### config.mk
export PLATFORM = sky130hd
export DESIGN_NAME = hdmi_timing_gen
export DESIGN_NICKNAME = d
export VERILOG_FILES = /design/src/rtl/hdmi_timing_gen.sv
export SDC_FILE = /design/constraint.sdc
export NUM_CORES = 1
export LEC_CHECK = 0
export BUFFER_PORTS_ARGS = -buffer_cell sky130_fd_sc_hd__buf_2
export CORE_ASPECT_RATIO = 1.25
export CORE_MARGIN = 1
export CORE_UTILIZATION = 35
export DETAILED_ROUTE_END_ITERATION = 10
export PLACE_DENSITY = 0.69
export SLEW_MARGIN = 20
export SYNTH_ARGS = -nofsm -noshare
export SYNTH_HDL_FRONTEND = slang
export SYNTH_SLANG_ARGS = --single-unit
### constraint.sdc
create_clock -name vga_clk -period 3.35 [get_ports vga_clk]
set_input_delay 0.5025 -clock vga_clk [delete_from_list [all_inputs] [get_ports vga_clk]]
set_output_delay 0.5025 -clock vga_clk [all_outputs]
set_load 0.1 [all_outputs]
### src/rtl/hdmi_timing_gen.sv
// hdmi_timing_gen: raster timing generator with pixel request, registered syncs and aligned rgb.
// Define VGA_PATTERN_EN to add the pattern_en port and a built-in 8-bar RGB565 colour pattern.
module hdmi_timing_gen #(
    parameter int H_SYNC  = 96,
    parameter int H_BACK  = 40,
    parameter int H_LEFT  = 8,
    parameter int H_VALID = 640,
    parameter int H_RIGHT = 8,
    parameter int H_FRONT = 8,
    parameter int V_SYNC  = 2,
    parameter int V_BACK  = 25,
    parameter int V_LEFT  = 8,
    parameter int V_VALID = 480,
    parameter int V_RIGHT = 8,
    parameter int V_FRONT = 2,
    parameter int CNT_W   = 12,
    parameter int DATA_W  = 16,
    parameter int HS_POL  = 1,
    parameter int VS_POL  = 1
) (
    input  logic              vga_clk,
    input  logic              sys_rst_n,
    input  logic [DATA_W-1:0] pix_data,
`ifdef VGA_PATTERN_EN
    input  logic              pattern_en,
`endif
    output logic              pix_req,
    output logic [CNT_W-1:0]  pix_x,
    output logic [CNT_W-1:0]  pix_y,
    output logic [DATA_W-1:0] rgb,
    output logic              hsync,
    output logic              vsync,
    output logic              rgb_valid,
    output logic              line_start,
    output logic              frame_start
);
    localparam int H_TOTAL = H_SYNC + H_BACK + H_LEFT + H_VALID + H_RIGHT + H_FRONT;
    localparam int V_TOTAL = V_SYNC + V_BACK + V_LEFT + V_VALID + V_RIGHT + V_FRONT;
    localparam int H_ON    = H_SYNC + H_BACK + H_LEFT;
    localparam int V_ON    = V_SYNC + V_BACK + V_LEFT;
    localparam logic HS_ACT = 1'(HS_POL);
    localparam logic VS_ACT = 1'(VS_POL);

    logic [CNT_W-1:0] r_cnt_h, r_cnt_v;
    logic             r_hsync, r_vsync, r_rgb_valid, r_line_start, r_frame_start;
    logic             w_h_end, w_v_end, w_active;

    assign w_h_end  = r_cnt_h == CNT_W'(H_TOTAL - 1);
    assign w_v_end  = r_cnt_v == CNT_W'(V_TOTAL - 1);
    // Gated by reset so the source sees no requests while the block is held.
    assign w_active = sys_rst_n
                   && r_cnt_h >= CNT_W'(H_ON) && r_cnt_h < CNT_W'(H_ON + H_VALID)
                   && r_cnt_v >= CNT_W'(V_ON) && r_cnt_v < CNT_W'(V_ON + V_VALID);

    always_ff @(posedge vga_clk) begin
        if (!sys_rst_n) begin
            r_cnt_h       <= '0;
            r_cnt_v       <= '0;
            r_hsync       <= ~HS_ACT;
            r_vsync       <= ~VS_ACT;
            r_rgb_valid   <= 1'b0;
            r_line_start  <= 1'b0;
            r_frame_start <= 1'b0;
        end else begin
            r_cnt_h       <= w_h_end ? '0 : r_cnt_h + CNT_W'(1);
            if (w_h_end)
                r_cnt_v   <= w_v_end ? '0 : r_cnt_v + CNT_W'(1);
            r_hsync       <= r_cnt_h < CNT_W'(H_SYNC) ? HS_ACT : ~HS_ACT;
            r_vsync       <= r_cnt_v < CNT_W'(V_SYNC) ? VS_ACT : ~VS_ACT;
            r_rgb_valid   <= w_active;
            r_line_start  <= r_cnt_h == '0;
            r_frame_start <= r_cnt_h == '0 && r_cnt_v == '0;
        end
    end

    assign pix_req     = w_active;
    assign pix_x       = w_active ? r_cnt_h - CNT_W'(H_ON) : '1;
    assign pix_y       = w_active ? r_cnt_v - CNT_W'(V_ON) : '1;
    assign hsync       = r_hsync;
    assign vsync       = r_vsync;
    assign rgb_valid   = r_rgb_valid;
    assign line_start  = r_line_start;
    assign frame_start = r_frame_start;

`ifdef VGA_PATTERN_EN
    localparam logic [15:0] BARS [8] = '{16'hFFFF, 16'hFFE0, 16'h07FF, 16'h07E0,
                                         16'hF81F, 16'hF800, 16'h001F, 16'h0000};
    logic [CNT_W-1:0] r_pix_x;
    logic [2:0]       w_bar;

    // Column of the pixel now on rgb, one cycle behind its request.
    always_ff @(posedge vga_clk) begin
        r_pix_x <= pix_x;
    end

    assign w_bar = 3'(r_pix_x / CNT_W'(H_VALID / 8));
    assign rgb   = (!sys_rst_n || !r_rgb_valid) ? '0 : pattern_en ? DATA_W'(BARS[w_bar]) : pix_data;
`else
    assign rgb   = (!sys_rst_n || !r_rgb_valid) ? '0 : pix_data;
`endif
endmodule

==> impl_metrics.json <==
{
  "io-pin-count": 64,
  "h-tree-depth": 2,
  "pwr-share-comb": 0.079,
  "synth_fp_nets": 280,
  "yosysUniqueCellTypes": 44,
  "fin_skew_ns": 0.00385,
  "sequentialPowerShare": 0.451,
  "dr_total_vias": 2031,
  "core_area_mm2": 0.00544,
  "rrSetupSlack_ns": 0.89,
  "synth_area_mm2": 0.00199,
  "grt-ovfl-total": 0,
  "synthTopCellsByArea": "dfxtp_1, and3_1, nand3_1",
  "grt_most_used_layer": "met2",
  "ant_nets": 0,
  "fp.dieH_um": 86.4,
  "worstMarginPinSlew_ns": 0.604,
  "leakagePower_nw": 1.20,
  "start_util": 0.366,
  "grt_setup_unrepaired": "false",
  "cts_buffers": 5,
  "synth_edf_count": 0,
  "diodes": 0,
  "cpPeakStageDelay_ns": 0.46,
  "final_cells": 371,
  "hold_viol_final": 0,
  "cp_data_required_time_ns": 2.85,
  "ys_seq_area_frac": 0.291,
  "synthFlopType": "dfxtp_1",
  "wl_mm": 5.25,
  "hold_buffers": 0,
  "clkSinkCount": 29,
  "crit_fanout": 10,
  "vias_per_cell": 5.47,
  "fp.dieW_um": 69.5,
  "endpoint_kind": "output pin",
  "row_count": 30,
  "min_period_over_period": 0.917,
  "powerDensity_mw_per_mm2": 288,
  "synthArstFlopShare": 0,
  "clkLatencyLatePin_ns": 0.28,
  "cts_resized": 0,
  "grt_use_met3": 0.0302,
  "antenna_found_initial": 0,
  "swShare": 0.228,
  "final_max_slew_viol_count": 0,
  "crit_path_start_kind": "register",
  "worstReg2RegEnd": "r_cnt_v[10]$_SDFFE_PN0P_",
  "drt-initial-drc-count": 149,
  "relSlewSlack": 0.592,
  "fin_hold_ws_ns": 0.485,
  "gp_congestion": 0.873,
  "worstRegToRegCells": 5,
  "yosysWarnings": 0,
  "worst_slack_ns": 0.279,
  "final_cell_mix": "buf_2, dfxtp_1, nand3_1",
  "vdd_drop_max_uv": 237,
  "synth.top_cell.area_share": 0.291,
  "rr_startpoint": "r_cnt_h[4]$_SDFF_PP0_",
  "grt_pass1_vias": 1894,
  "cts_root_buf": "clkbuf_8",
  "finalCriticalPeriod_ns": 3.07,
  "ys_ff_latch": 29,
  "io_buffers": 63,
  "holdCritPathClass": "register to register",
  "cts_setup_buffers": 0,
  "p_total_w": 0.000792,
  "syn-mean-instance-area_um2": 7.85,
  "dp_hpwl_mm": 3.87,
  "grt_max_degree": 27,
  "slowest_stage": "a311oi_4",
  "dpl_worst_slack_ns": 0.618,
  "max-cap-violations": 0,
  "layout.cells.most_common": "buf_2",
  "worstPathCellList": "inv_1 -> ha_1 -> nor4b_1 -> nand3_1 -> a311oi_4 -> buf_4 -> nand4_1 -> buf_12",
  "path_class": "register to output pin",
  "syn-instance-count": 254,
  "area.growth.synth_to_final_pct": 37.7,
  "switchingPower_w": 0.000181,
  "wire_per_inst_um": 14.1,
  "grt_pass1_wl_mm": 8.65,
  "grt_use_met1": 0.204,
  "yosys.area.top_type": "dfxtp_1",
  "whs_path_depth": 1,
  "drc": 0,
  "pwr-share-clk": 0.471,
  "endpoint": "pix_x[6]",
  "cp_data_arrival_time_ns": 2.57,
  "cts_tree": "yes",
  "p_int_w": 0.000611,
  "clkTransAtPathRegs_ns": 0.06,
  "dp_cells": 363,
  "fin_nets": 332,
  "finalSetupViolCount": 0,
  "groute.usage.overall": 0.175,
  "fmax_ghz": 0.326,
  "dieArea_mm2": 0.00601,
  "drtPass1Iterations": 6,
  "fin_setup_tns_ns": 0,
  "clock_path_buffers": 2,
  "final_layout_size_suffix_gt1_frac": 0.264,
  "status": "finished, final reports clean",
  "cp-startpoint": "r_cnt_h[0]$_SDFF_PP0_",
  "grtUsageMet2": 0.314
}
## sequential cells by signal (all words and copies together) (netlist names)
register,count
r_cnt_h,12
hsync,1
vsync,1
r_cnt_v,12
rgb_valid,1
frame_start,1
line_start,1
## metal layers
layer  vias up  routed length (µm)
met5         -                   0
met3        12                 185
li1       1020                   -
met1       944                2190
met2        55                2770
met4         0                  99
## worst min path at each step
stage,slack (ns),start,endpoint
finish,0.48,r_cnt_h[0]$_SDFF_PP0_,r_cnt_h[0]$_SDFF_PP0_
global route,0.52,r_cnt_h[0]$_SDFF_PP0_,r_cnt_h[0]$_SDFF_PP0_
CTS,0.49,r_cnt_h[0]$_SDFF_PP0_,r_cnt_h[0]$_SDFF_PP0_
detailed placement,0.47,r_cnt_h[0]$_SDFF_PP0_,r_cnt_h[0]$_SDFF_PP0_
global placement,0.46,r_cnt_h[0]$_SDFF_PP0_,r_cnt_h[0]$_SDFF_PP0_
floorplan,0.44,r_cnt_h[0]$_SDFF_PP0_,r_cnt_h[0]$_SDFF_PP0_
## power groups by stage
stage	clock, W	combinational [W]	sequential (W)
after CTS	0.000381	0.0000629	0.000357
after floorplan	0	0.0000168	0.000391
final	0.000372	0.0000625	0.000357
after detailed placement	0	0.0000618	0.000364
after global placement	0	0.0000608	0.000364
after global routing	0.000398	0.0000666	0.000357
## logic make-up (layout without fill, tap and decap cells)
group / count (synthesis) / count (layout) / share of synthesized area
buffers and inverters: 28 / 81 / 0.0696
XOR/XNOR: 20 / 20 / 0.0878
flip-flops: 29 / 29 / 0.291
AO/OA/AOI/OAI: 36 / 36 / 0.127
adder cells (fa/ha/maj): 8 / 8 / 0.0502
AND/OR/NAND/NOR: 133 / 133 / 0.374
## final cells by class
type	instances	area, µm²
timing repair buffer	66	668
clock inverter	1	30.0
clock buffer	7	86.3
inverter	7	26.3
fill	505	2700
multi-input combinational	197	1270
tap	64	80.1
sequential	29	581
## cells in the mapped netlist (5+ instances only)
library cell / n
xor2_1: 7
nand2_1: 22
a21oi_1: 12
dfxtp_1: 29
o21ai_0: 6
inv_1: 7
or3_1: 6
nor2_1: 17
xnor2_1: 13
nor4_1: 5
ha_1: 8
nand3_1: 23
and3_1: 22
nand4_1: 8
clkbuf_1: 11
## through the flow
| stage | utilization | area, µm² |
|---|---|---|
| final | 0.505 | 2750 |
| after global routing | 0.505 | 2750 |
| after CTS | 0.505 | 2750 |
| after detailed placement | 0.483 | 2630 |
| after global placement | 0.483 | 2630 |
| after floorplan | - | 1990 |
## worst max-delay path, delay by kind of cell, from the launching register on
family | cells | cell delay [ns]
AO/OA/AOI/OAI | 1 | 0.46
adder cells (fa/ha/maj) | 1 | 0.14
buffers and inverters | 3 | 0.57
flip-flops | 1 | 0.35
AND/OR/NAND/NOR | 3 | 0.76
Power figures use the tool's default switching activity.
